===== config.mk =====
export PLATFORM = sky130hd
export DESIGN_NAME = multicycle_sequencer
export DESIGN_NICKNAME = d
export VERILOG_FILES = /design/src/rtl/multicycle_sequencer.sv
export SDC_FILE = /design/constraint.sdc
export NUM_CORES = 1
export LEC_CHECK = 0
export BUFFER_PORTS_ARGS = -buffer_cell sky130_fd_sc_hd__buf_2
export CORE_MARGIN = 10
export CORE_UTILIZATION = 40
export DETAILED_ROUTE_END_ITERATION = 6
export SYNTH_ARGS = -nofsm -noshare
export SYNTH_HDL_FRONTEND = slang
export SYNTH_SLANG_ARGS = --single-unit

===== constraint.sdc =====
create_clock -name CLK -period 2.1 [get_ports CLK]
set_input_delay 0.105 -clock CLK [delete_from_list [all_inputs] [get_ports CLK]]
set_output_delay 0.105 -clock CLK [all_outputs]
set_load 0.01 [all_outputs]

===== src/rtl/multicycle_sequencer.sv =====
// Multicycle FETCH/DECODE/EXEC/MEM/WB sequencer for the accumulator/stack datapath.
// Strobes decode from State and the latched opcode; memory phases stall on MemReady and trap on timeout.
module multicycle_sequencer #(
   parameter int OPCODE_W = 6,
   parameter int TIMEOUT  = 16,
   parameter int COUNT_W  = 16
) (
   input  logic                CLK,
   input  logic                Reset,
   input  logic                Run,
   input  logic [OPCODE_W-1:0] Opcode,
   input  logic                FlagBit,
   input  logic                MemReady,
   output logic [2:0]          State,
   output logic                IRWrite,
   output logic                PCWrite,
   output logic [1:0]          PCSrc,
   output logic                RAWrite,
   output logic                MemRead,
   output logic                MemWrite,
   output logic                SPWrite,
   output logic                WBEn,
   output logic                Halted,
   output logic                Trap,
   output logic                TrapCause,
   output logic [COUNT_W-1:0]  InstrCount
);

   localparam int WAIT_W = $clog2(TIMEOUT + 1);

   typedef enum logic [2:0] {
      sIdle   = 3'd0,
      sFetch  = 3'd1,
      sDecode = 3'd2,
      sExec   = 3'd3,
      sMem    = 3'd4,
      sWb     = 3'd5,
      sHalt   = 3'd6,
      sTrap   = 3'd7
   } stateT;

   typedef enum logic [2:0] {
      clsAlu, clsRead, clsWrite, clsJump, clsSwap, clsIllegal
   } classT;

   stateT               state, nextState;
   logic [OPCODE_W-1:0] opReg;
   logic [WAIT_W-1:0]   waitCnt;
   classT               opClass;
   logic                retire;
   logic                timeoutTrap;
   logic                illegalTrap;
   logic                memWait;
   logic [31:0]         opVal;

   function automatic classT classify(input logic [31:0] v);
      if (v == 32'd0 || v >= 32'd40)               return clsIllegal;
      else if (v <= 32'd3)                         return clsWrite;
      else if (v <= 32'd7)                         return clsAlu;
      else if (v <= 32'd10)                        return clsRead;
      else if (v <= 32'd19)                        return clsJump;
      else if (v <= 32'd31)                        return clsAlu;
      else if (v <= 32'd33)                        return clsRead;
      else if (v <= 32'd38)                        return clsWrite;
      else                                         return clsSwap;
   endfunction

   assign opVal   = 32'(opReg);
   assign opClass = classify(opVal);
   assign State   = state;
   assign memWait = (state == sFetch || state == sMem) && !MemReady;

   always_comb begin
      nextState   = state;
      IRWrite     = 1'b0;
      PCWrite     = 1'b0;
      PCSrc       = 2'd0;
      RAWrite     = 1'b0;
      MemRead     = 1'b0;
      MemWrite    = 1'b0;
      SPWrite     = 1'b0;
      WBEn        = 1'b0;
      Halted      = 1'b0;
      Trap        = 1'b0;
      retire      = 1'b0;
      timeoutTrap = 1'b0;
      illegalTrap = 1'b0;
      case (state)
         sIdle: if (Run) nextState = sFetch;
         sFetch: begin
            MemRead = 1'b1;
            if (MemReady) begin
               IRWrite   = 1'b1;
               PCWrite   = 1'b1;
               nextState = sDecode;
            end else if (waitCnt == WAIT_W'(TIMEOUT - 1)) begin
               timeoutTrap = 1'b1;
               nextState   = sTrap;
            end
         end
         sDecode: begin
            if (Opcode == '0) begin
               nextState = sHalt;
            end else if (classify(32'(Opcode)) == clsIllegal) begin
               illegalTrap = 1'b1;
               nextState   = sTrap;
            end else begin
               nextState = sExec;
            end
         end
         sExec: begin
            case (opClass)
               clsRead, clsWrite: nextState = sMem;
               clsJump: begin
                  PCSrc     = (opVal == 32'd17) ? 2'd2 : 2'd1;
                  // Only JCMP/JCMP@ are conditional on the comparison flag
                  PCWrite   = !(opVal == 32'd15 || opVal == 32'd16) || FlagBit;
                  RAWrite   = (opVal == 32'd18 || opVal == 32'd19);
                  retire    = 1'b1;
                  nextState = sFetch;
               end
               default: nextState = sWb;
            endcase
         end
         sMem: begin
            MemRead  = (opClass == clsRead);
            MemWrite = (opClass != clsRead);
            if (MemReady) begin
               SPWrite = (opVal >= 32'd1 && opVal <= 32'd3) || opVal == 32'd9 ||
                         opVal == 32'd10 || (opVal >= 32'd36 && opVal <= 32'd38);
               if (opClass == clsRead) begin
                  nextState = sWb;
               end else begin
                  retire    = 1'b1;
                  nextState = sFetch;
               end
            end else if (waitCnt == WAIT_W'(TIMEOUT - 1)) begin
               timeoutTrap = 1'b1;
               nextState   = sTrap;
            end
         end
         sWb: begin
            WBEn      = 1'b1;
            retire    = 1'b1;
            nextState = sFetch;
         end
         sHalt: begin
            Halted = 1'b1;
            if (Run) nextState = sFetch;
         end
         default: Trap = 1'b1;
      endcase
   end

   always_ff @(posedge CLK or posedge Reset) begin
      if (Reset) begin
         state      <= sIdle;
         opReg      <= '0;
         waitCnt    <= '0;
         TrapCause  <= 1'b0;
         InstrCount <= '0;
      end else begin
         state   <= nextState;
         waitCnt <= memWait ? waitCnt + 1'b1 : '0;
         if (state == sDecode) opReg <= Opcode;
         if (timeoutTrap) TrapCause <= 1'b1;
         else if (illegalTrap) TrapCause <= 1'b0;
         if (retire && InstrCount != '1) InstrCount <= InstrCount + 1'b1;
      end
   end

endmodule

# [Word level (Yosys, flattened, before mapping)]
# Index checks and enable logic that the tools add are counted.
[op_classes] addsub=2 multipliers=0 div_mod_pow=0 magnitude_cmp=18 n_eq_ne=21 shifts=0 mux=56 n_bitwise=0 n_reduce_logical=25
[ops] cell="two-way mux 3 bit" n=25
[ops] cell="logical NOT 32 bit" n=1
[ops] cell="== test 6 x 5 -> 1 bit (second input constant)" n=4
[ops] cell="less-or-equal comparator 6 x 5 -> 1 bit (second input constant)" n=4
[ops] cell="less-or-equal comparator 6 bit (second input constant)" n=4
[ops] cell="two-way mux 1 bit" n=22
[ops] cell="== test 6 x 4 -> 1 bit (second input constant)" n=3
[ops] cell=">= comparator 6 bit (second input constant)" n=3
[ops] cell="case mux 3 bit (6 select lines)" n=1
[ops] cell="adder 16 x 1 -> 16 bit (second input constant)" n=1
[ops] cell="inequality test 16 bit (second input constant)" n=1
[ops] cell="== test 3 x 2 -> 1 bit (second input constant)" n=4
[ops] cell="== test 3 bit (second input constant)" n=4
[ops] cell="less-or-equal comparator 6 x 2 -> 1 bit (second input constant)" n=2
[ops] cell="less-or-equal comparator 6 x 3 -> 1 bit (second input constant)" n=2
[ops] cell="less-or-equal comparator 6 x 4 -> 1 bit (second input constant)" n=2
[ops] cell="logical OR 1 bit" n=9
[ops] cell="OR reduction 7 bit" n=1
[ops] cell="== test 3 x 1 -> 1 bit (second input constant)" n=2
[ops] cell=">= comparator 6 x 1 -> 1 bit (second input constant)" n=1
[ops] cell="logical NOT 6 bit" n=1
[ops] cell="two-way mux 2 bit" n=3
[ops] cell="case mux 3 bit (2 select lines)" n=1
[ops] cell="nonzero test 6 bit" n=1
[ops] cell="13 further kinds" n=20
[word_totals] reg_bits=31 latch_bits=0 ram_bits=0 mem_bits_ro=0 out_inout_bits=31 word_cells=127 memories=0

# [Depth between registers and ports, before layout]
# Gate-level depths: netlist (run 1).
[logic_depth] depth_word=17 depth_mapped=7 mapped_depth_nobuf=7

# [Worst setup path before layout (run 1)]
# No wires, ideal clock.
[synth_timing] path_type="reg-to-reg" start="register InstrCount[0]" end="register InstrCount[1]" setup_time_ns=0.125 arrival_time_ns=1.747 required_time_ns=1.975 path_slack_ns=0.228 stages_incl_launch_ff=7 n_path_buf=1 path_cell_list="dfrtp_1 ha_1 nand4_1 or4_1 buf_2 nor2b_4 mux2_4"
[synth_via] elab_chain_cells=2 word_cells_on_any_way=3 cone_classes="add/sub (1); eq/ne (1); reduce/logical (1)"
[synth_rtl] element="from (decl)" line_no="26" rtl="output logic [COUNT_W-1:0] InstrCount"
[synth_rtl] element="from (signal assigned)" line_no="168" rtl="if (retire && InstrCount != '1) InstrCount <= InstrCount + 1'b1;"
[synth_rtl] element="branches (longest 2 deep; another with adder 16 x 1 -> 16 bit)"
# Several ways; the timed one is not identified.
# A chain may end at the register's enable or synchronous reset.

# [Worst setup path in the final report (run 1)]
# Same ends and word-level chain as after synthesis.

==> flow_summary.yaml, run 1 <==
logic_synthesis:
  synth-seq-cells: 31
  syn_area_um2: 1960
  synth_seq_area_share_pct: 39.6
  ys_types: 49
  synth-edff-count: 0
  synth_nets: 229
  synth_top_cell_by_area: "dfrtp_1"
  avgSynthCellArea_um2: 9.11
  yosys_warnings: 0
  synth-async-reset-ratio_pct: 100
  ys.flop_type: "dfrtp_1"
  synth_top_area_share_pct: 39.6
  netlist_top_cells_area: "dfrtp_1 (40%), xor2_1 (6.3%), nor2_1 (5.4%)"
  synthCells: 215
cells_and_area:
  antenna_cells: 0
  layout_common_cells: "buf_2 (41), dfrtp_1 (31), nor2_1 (28)"
  drive_above_1_share_pct: 28.8
  final_common_cell: "buf_2"
  area_delta_synth_final_pct: 21.5
  nets: 278
global_route:
  antenna_found_initial: 0
  grt_max_degree: 32
  track_usage_pct: 11.5
  grt_pass1_wl_um: 7960
  first_global_vias: 1700
  grt-ovfl-total: 0
worst_setup_path:
  worstSetupPathType: "flop to flop"
  rr_endpoint: "InstrCount[1]"
  crit_required_ns: 2.27
  worst-r2r-cell-count: 5
  reg2reg_from: "InstrCount[0]"
  start_kind: "flop"
  cp-end-kind: "flop"
  worst_path_max_delay_cell: "or4_1"
  worst_path_largest_cell_delay_ns: 0.65
  cp_max_fo: 10
  rrSetupSlack_ns: 0.12
  arrival_ns: 2.15
  critical_path.cell_chain: "ha_1 -> nand4_1 -> or4_1 -> nor2b_4 -> mux2_4"
floorplan:
  die-area_um2: 8100
  start_util_pct: 41.5
  io_pins: 42
  dieWidth_um: 90.0
  die-height_um: 90.0
  coreArea_um2: 4720
  rows: 25
timing:
  hold_ws_ns: 0.0525
  timing.fmax_ghz: 0.504
  fin_crit_ns: 1.98
  relSlewSlack_pct: 73.5
  period_share_pct: 94.4
  rsz0062_at_grt: "false"
  worst_pin_slew_ns: 0.397
  hold_viol: 0
  finalSetupViolCount: 0
  setup-tns-final_ns: 0
  skew_ns: 0.00419
  finalWorstSetupSlack_ns: 0.118
  drv_slew: 0
min_path:
  whs_path_depth: 3
  hold_start: "Opcode[5]"
  hp-class: "input pin to flop"
  hold_end: "opReg[5]"
drt:
  wl_per_cell_um: 14.2
  via_count: 1707
  drtIter0Drc: 52
  drtAntennaViolNets: 0
  drt-total-wl_um: 4710
  vias_per_cell: 5.16
  first_pass_iters: 4
  drc: 0
clock_network:
  worstSkewPairLatency_ns: 0.28
  h-tree-depth: 2
  clk_pin_slew_ns: 0.07
  cts_resized: 0
  clk_path_buf_depth: 2
  cts.sinks: 31
  cts_buffers: 5
  root_buffer: "clkbuf_8"
  cts_tree: "yes"
placement:
  dpl_worst_slack_ns: 0.151
  gp_congestion: 0.843
  io_buffer_count: 41
  place.detailed.hpwl_um: 3530
power_and_ir_drop:
  share_comb_of_total_power_pct: 52.0
  p_leak_nw: 1.06
  p_sw_mw: 1.48
  ir_drop_uv: 725
  p_int_mw: 1.87
  clock_power_share_pct: 14.2
  power.density_nw_per_um2: 1400
  total_power_mw: 3.34
  switching_share_pct: 44.2
  power_frac_seq_pct: 33.8
run:
  max-cap-violations: 0
status:
  outcome: "finished clean"
cell usage after synthesis, types with 2 or more instances:
master     n
nand4_1    6
nand2_1   16
mux2_1     2
xnor2_1    2
a211oi_1   3
nor3b_2    2
nor3_2     2
a21oi_1    6
a32oi_1    2
a31oi_1    3
dfrtp_1   31
inv_1      9
xor2_1    14
or4_1      2
buf_2      6
nor3_1     6
mux2_2     4
buf_6      2
nand2b_1   5
clkbuf_1   4
o21ai_0   13
nand3_1   11
and3_1     8
o31ai_1    2
nor2_1    28
ha_1       3
per-layer routing:
metal | GRT usage [%] | up-vias | wire [um]
met5 | 0 | - | 0
met4 | 3.98 | 0 | 56
met3 | 4.74 | 6 | 333
met2 | 17.7 | 41 | 2080
met1 | 14.0 | 805 | 2230
li1 | - | 855 | -
critical path, delay by kind of cell, from the launching register on:
kind	cells	cell delay, ns
simple gates	3	0.97
flops	1	0.40
mux	1	0.28
fa+ha+maj	1	0.21
flip-flops by register name, indices dropped and copies added (netlist names):
name / count
InstrCount: 16
State: 3
TrapCause: 1
opReg: 6
waitCnt: 5
logic make-up (layout without fill, tap and decap cells):
kind of cell / count (synthesis) / in the layout / synth area share (%)
adders and majority gates: 3 / 3 / 1.92
AOI/OAI and AO/OA: 40 / 40 / 15.1
muxes: 7 / 7 / 4.21
and+or+nand+nor: 96 / 96 / 26.5
buffers and inverters: 22 / 71 / 5.56
xor gates and xnor gates: 16 / 16 / 7.15
DFF: 31 / 31 / 39.6
metrics by stage:
step,utilization [%],instance area (um2),instances
2_1_floorplan,-,1960,215
3_5_place_dp,48.3,2280,323
4_1_cts,50.4,2380,331
5_1_grt,50.4,2380,331
3_3_place_gp,48.3,2280,323
6_report,50.4,2380,331
power groups by stage:
stage	sequential, mW	clock (mW)	combinational [mW]
finish	1.13	0.473	1.74
global route	1.17	0.519	1.94
CTS	1.13	0.487	1.76
detailed placement	1.14	0	1.75
global placement	1.13	0	1.74
floorplan	1.05	0	1.28
how the worst max path moves through the flow:
stage	end	slack (ns)	from
floorplan	InstrCount[1]	0.23	InstrCount[0]
global placement	InstrCount[1]	0.19	InstrCount[0]
detailed placement	InstrCount[1]	0.15	InstrCount[0]
CTS	InstrCount[1]	0.12	InstrCount[0]
global route	PCSrc[0]	0.02	State[2]
finish	InstrCount[1]	0.12	InstrCount[0]
repair_timing:
action | in CTS | in global routing
buffers inserted | 0 | 0
hold buffers | 1 | 0
endpoints found under the hold margin | 31 | 0
final cells by class:
cell class | count | area [um2]
Clock buffer | 6 | 82.6
Clock inverter | 1 | 5.00
Fill cell | 450 | 2340
Inverter | 9 | 33.8
Multi-Input combinational cell | 162 | 1070
Sequential cell | 31 | 776
Tap cell | 67 | 83.8
Timing Repair Buffer | 55 | 325
Power figures use the tool's default switching activity.
==> run 2, diff against run 1 <==
Settings changed: RECOVER_POWER set to 25.
==> run 2 against run 1 <==
Effect of this change: critical path depth is the same; highest routed layer unchanged; hold slack is the same; clock power is essentially flat; setup slack is the same.
==> flow_summary.yaml, run 2 (synthesis gave the netlist of run 1 again) <==
drt:
  drc: 0
  first_pass_iters: 4
  wl_met1_um: 2230
  drtIter0Drc: 52
  top_layer: "met4"
  vias_per_cell: 5.16
  dr_wl_met2_um: 2080
  wl_per_cell_um: 14.2
  wl_met3_um: 333
  drtAntennaViolNets: 0
  drt-total-wl_um: 4710
  via_count: 1707
cells_and_area:
  max_flop_register: "InstrCount"
  nFillCells: 450
  top_regs: "InstrCount x16, opReg x6, waitCnt x5"
  antenna_cells: 0
  largest_reg_flops: 16
  layout_common_cells: "buf_2 (41), dfrtp_1 (31), nor2_1 (28)"
  nets: 278
  area_delta_synth_final_pct: 21.4
  final_common_cell: "buf_2"
  drive_above_1_share_pct: 28.8
  instances_no_fill: 331
  fin_area_um2: 2380
timing:
  skew_ns: 0.00419
  relSlewSlack_pct: 48.1
  fin_crit_ns: 1.98
  drv_slew: 0
  hold_viol: 0
  period_share_pct: 94.4
  timing.fmax_ghz: 0.504
  setup-tns-final_ns: 0
  rsz0062_at_grt: "false"
  finalSetupViolCount: 0
  worst_pin_slew_ns: 0.778
global_route:
  grt-ovfl-total: 0
  track_usage_pct: 11.5
  first_global_vias: 1700
  grt_pass1_wl_um: 7960
  grt_max_degree: 32
  antenna_found_initial: 0
worst_setup_path:
  crit_start: "InstrCount[0]"
  arrival_ns: 2.15
  worstSetupPathType: "flop to flop"
  cp_max_fo: 10
  crit_required_ns: 2.27
  cp-end-kind: "flop"
  reg2reg_from: "InstrCount[0]"
  start_kind: "flop"
clock_network:
  h-tree-depth: 2
  worstSkewPairLatency_ns: 0.28
  cts.sinks: 31
  clk_path_buf_depth: 2
  clk_pin_slew_ns: 0.07
  cts_tree: "yes"
  cts_buffers: 5
  root_buffer: "clkbuf_8"
  post_cts.repair.setup_buffers: 0
placement:
  dp.cells: 323
  place.detailed.hpwl_um: 3530
  io_buffer_count: 41
  gp_congestion: 0.843
  place_area_um2: 2280
floorplan:
  rows: 25
  die-area_um2: 8100
  start_util_pct: 41.5
  dieWidth_um: 90.0
  coreArea_um2: 4720
  io_pins: 42
  die-height_um: 90.0
power_and_ir_drop:
  power.density_nw_per_um2: 1400
  p_leak_nw: 1.06
  ir_drop_uv: 725
min_path:
  hold_start: "Opcode[5]"
  hp-class: "input pin to flop"
run:
  max-cap-violations: 0
status:
  outcome: "finished clean"
[run 2: per-stage QoR]
| step | setup WS (ns) | hold slack (ns) | total power [mW] | util (%) |
|---|---|---|---|---|
| after global placement | 0.192 | 0.205 | 2.87 | 48.3 |
| after floorplan | 0.228 | 0.209 | 2.33 | - |
| final | 0.118 | 0.0525 | 3.34 | 50.4 |
| after CTS | 0.125 | 0.0388 | 3.38 | 50.4 |
| after global routing | 0.0197 | 0.0382 | 3.64 | 50.4 |
| after detailed placement | 0.151 | 0.211 | 2.89 | 48.3 |
[run 2: worst paths after layout]
path / endpoint / slack, ns / cells past startpoint
min: opReg[5] / 0.05 / 3
max reg2reg: InstrCount[1] / 0.12 / 5
min reg2reg: waitCnt[0] / 0.46 / 1
max: InstrCount[1] / 0.12 / 5
min in group asynchronous: InstrCount[14] / 0.59 / 4
max in group asynchronous: waitCnt[0] / 1.02 / 4
[run 2: timing repair]
action | in CTS | in global routing
endpoints found under the hold margin | 31 | 0
hold buffers | 1 | 0
gates resized for setup | 0 | 0
[run 2: critical path, stage by stage, from the launching register on]
cell     delay, ns
dfrtp_1       0.40
ha_1          0.21
nand4_1       0.11
or4_1         0.65
nor2b_4       0.21
mux2_4        0.28
[run 2: final cells by class]
class	instances	area [um2]	share of cell area [%]
Multi-Input combinational cell	162	1070	45.2
Sequential cell	31	776	32.6
Timing Repair Buffer	55	323	13.6
Tap cell	67	83.8	3.52
Clock buffer	6	82.6	3.47
Inverter	9	33.8	1.42
Clock inverter	1	5.00	0.210
[run 2: power breakdown]
group          internal (mW)  switching, mW
Combinational          0.799          0.937
Clock                  0.257          0.217
Sequential             0.809          0.321
Total                   1.87           1.48
[run 2: per-layer routing]
metal,GRT usage [%],vias up
li1,-,855
met1,14.0,805
met2,17.7,41
met3,4.74,6
met4,3.98,0
met5,0,-
==> run 3, diff against run 2 <==
Settings changed: GPL_TIMING_DRIVEN set to 0.
==> run 3 against run 2 <==
Effect of this change: setup slack improved by 0.042 ns; clock skew rose by 0.0059 ns; total power fell by 2.2%; largest power group unchanged; critical path type unchanged.
==> flow_summary.yaml, run 3 (synthesis gave the netlist of run 1 again) <==
min_path:
  hp-class: "input pin to flop"
  hold_end: "opReg[5]"
  hold_start: "Opcode[5]"
  whs_path_depth: 3
power_and_ir_drop:
  ir_drop_uv: 733
  power.density_nw_per_um2: 1410
  total_power_mw: 3.27
  p_leak_nw: 0.984
worst_setup_path:
  crit_required_ns: 2.26
  reg2reg_from: "InstrCount[0]"
  worstSetupPathType: "flop to flop"
  rrSetupSlack_ns: 0.16
  arrival_ns: 2.10
  start_kind: "flop"
  rr_endpoint: "InstrCount[1]"
  cp_max_fo: 10
  worst-r2r-cell-count: 6
  cp-end-kind: "flop"
timing:
  skew_ns: 0.0100
  hold_ws_ns: 0.0602
  hold_viol: 0
  drv_slew: 0
  setup-tns-final_ns: 0
  worst_pin_slew_ns: 1.16
  fin_crit_ns: 1.94
  finalSetupViolCount: 0
  relSlewSlack_pct: 22.9
  period_share_pct: 92.4
  rsz0062_at_grt: "false"
  timing.fmax_ghz: 0.515
drt:
  via_count: 1669
  wl_per_cell_um: 13.7
  vias_per_cell: 5.06
  drt-total-wl_um: 4530
  drc: 0
  first_pass_iters: 4
  drtIter0Drc: 53
  drtAntennaViolNets: 0
floorplan:
  io_pins: 42
  die-area_um2: 8100
  die-height_um: 90.0
  rows: 25
  start_util_pct: 41.5
  dieWidth_um: 90.0
  coreArea_um2: 4720
global_route:
  antenna_found_initial: 0
  grt_pass1_wl_um: 7490
  first_global_vias: 1565
  grt-ovfl-total: 0
  grt_max_degree: 32
  track_usage_pct: 10.9
placement:
  dp.cells: 322
  place.detailed.hpwl_um: 3480
  io_buffer_count: 40
  gp_congestion: 0.842
cells_and_area:
  top_regs: "InstrCount x16, opReg x6, waitCnt x5"
  largest_reg_flops: 16
  final_common_cell: "dfrtp_1"
  antenna_cells: 0
  nets: 276
  max_flop_register: "InstrCount"
  area_delta_synth_final_pct: 18.3
  utilization_pct: 49.1
  layout_common_cells: "dfrtp_1 (31), nor2_1 (28), buf_2 (26)"
  drive_above_1_share_pct: 19.4
  instances_no_fill: 330
clock_network:
  clk_path_buf_depth: 2
  cts_buffers: 5
  cts_tree: "yes"
  ctsHoldBuffers: 0
  worstSkewPairLatency_ns: 0.28
  cts_resized: 0
  clk_pin_slew_ns: 0.06
  root_buffer: "clkbuf_8"
  h-tree-depth: 2
  cts.sinks: 31
  post_cts.repair.setup_buffers: 0
run:
  max-cap-violations: 0
status:
  outcome: "finished clean"
run 3: changes by cell type in the layout (fill, tap and decap cells not counted), sizes merged:
cell | before | now
clkbuf | 7 | 32
buf | 53 | 29
clkinv | 1 | 0
dlygate4sd3 | 1 | 0
run 3: worst max-delay path by stage:
| stage | end | slack [ns] | from |
|---|---|---|---|
| 6_report | InstrCount[1] | 0.16 | InstrCount[0] |
| 4_1_cts | InstrCount[14] | 0.15 | opReg[3] |
| 5_1_grt | InstrCount[1] | 0.05 | InstrCount[0] |
| 2_1_floorplan | InstrCount[1] | 0.23 | InstrCount[0] |
| 3_3_place_gp | InstrCount[12] | 0.16 | opReg[2] |
| 3_5_place_dp | InstrCount[14] | 0.16 | opReg[3] |
run 3: per-stage QoR:
step	worst slack, ns	instance area, um2
after floorplan	0.228	1960
after detailed placement	0.160	2240
after global placement	0.156	2240
after global routing	0.0483	2320
after CTS	0.150	2340
final	0.160	2320
run 3: area by class of cell:
type | instances | area, um2
Buffer | 13 | 75.1
Clock buffer | 8 | 100
Fill cell | 483 | 2400
Inverter | 9 | 33.8
Multi-Input combinational cell | 162 | 1070
Sequential cell | 31 | 776
Tap cell | 67 | 83.8
Timing Repair Buffer | 40 | 175
run 3: report_power, final:
| group | internal, mW | switching (mW) |
|---|---|---|
| registers | 0.810 | 0.208 |
| logic | 0.709 | 1.04 |
| clock network | 0.299 | 0.203 |
run 3: worst max-delay path: stages (launching register included):
cell and delay, ns:
dfrtp_1 0.40, ha_1 0.21, nand4_1 0.11, or4_1 0.47, buf_2 0.19, nor2b_4 0.15
mux2_4 0.30
run 3: per-layer routing:
metal,up-vias,part of all wire (%),GRT usage (%)
li1,846,-,-
met1,769,47,14.4
met2,48,45,15.9
met3,6,6.8,3.91
met4,0,1.0,3.98
met5,-,0,0
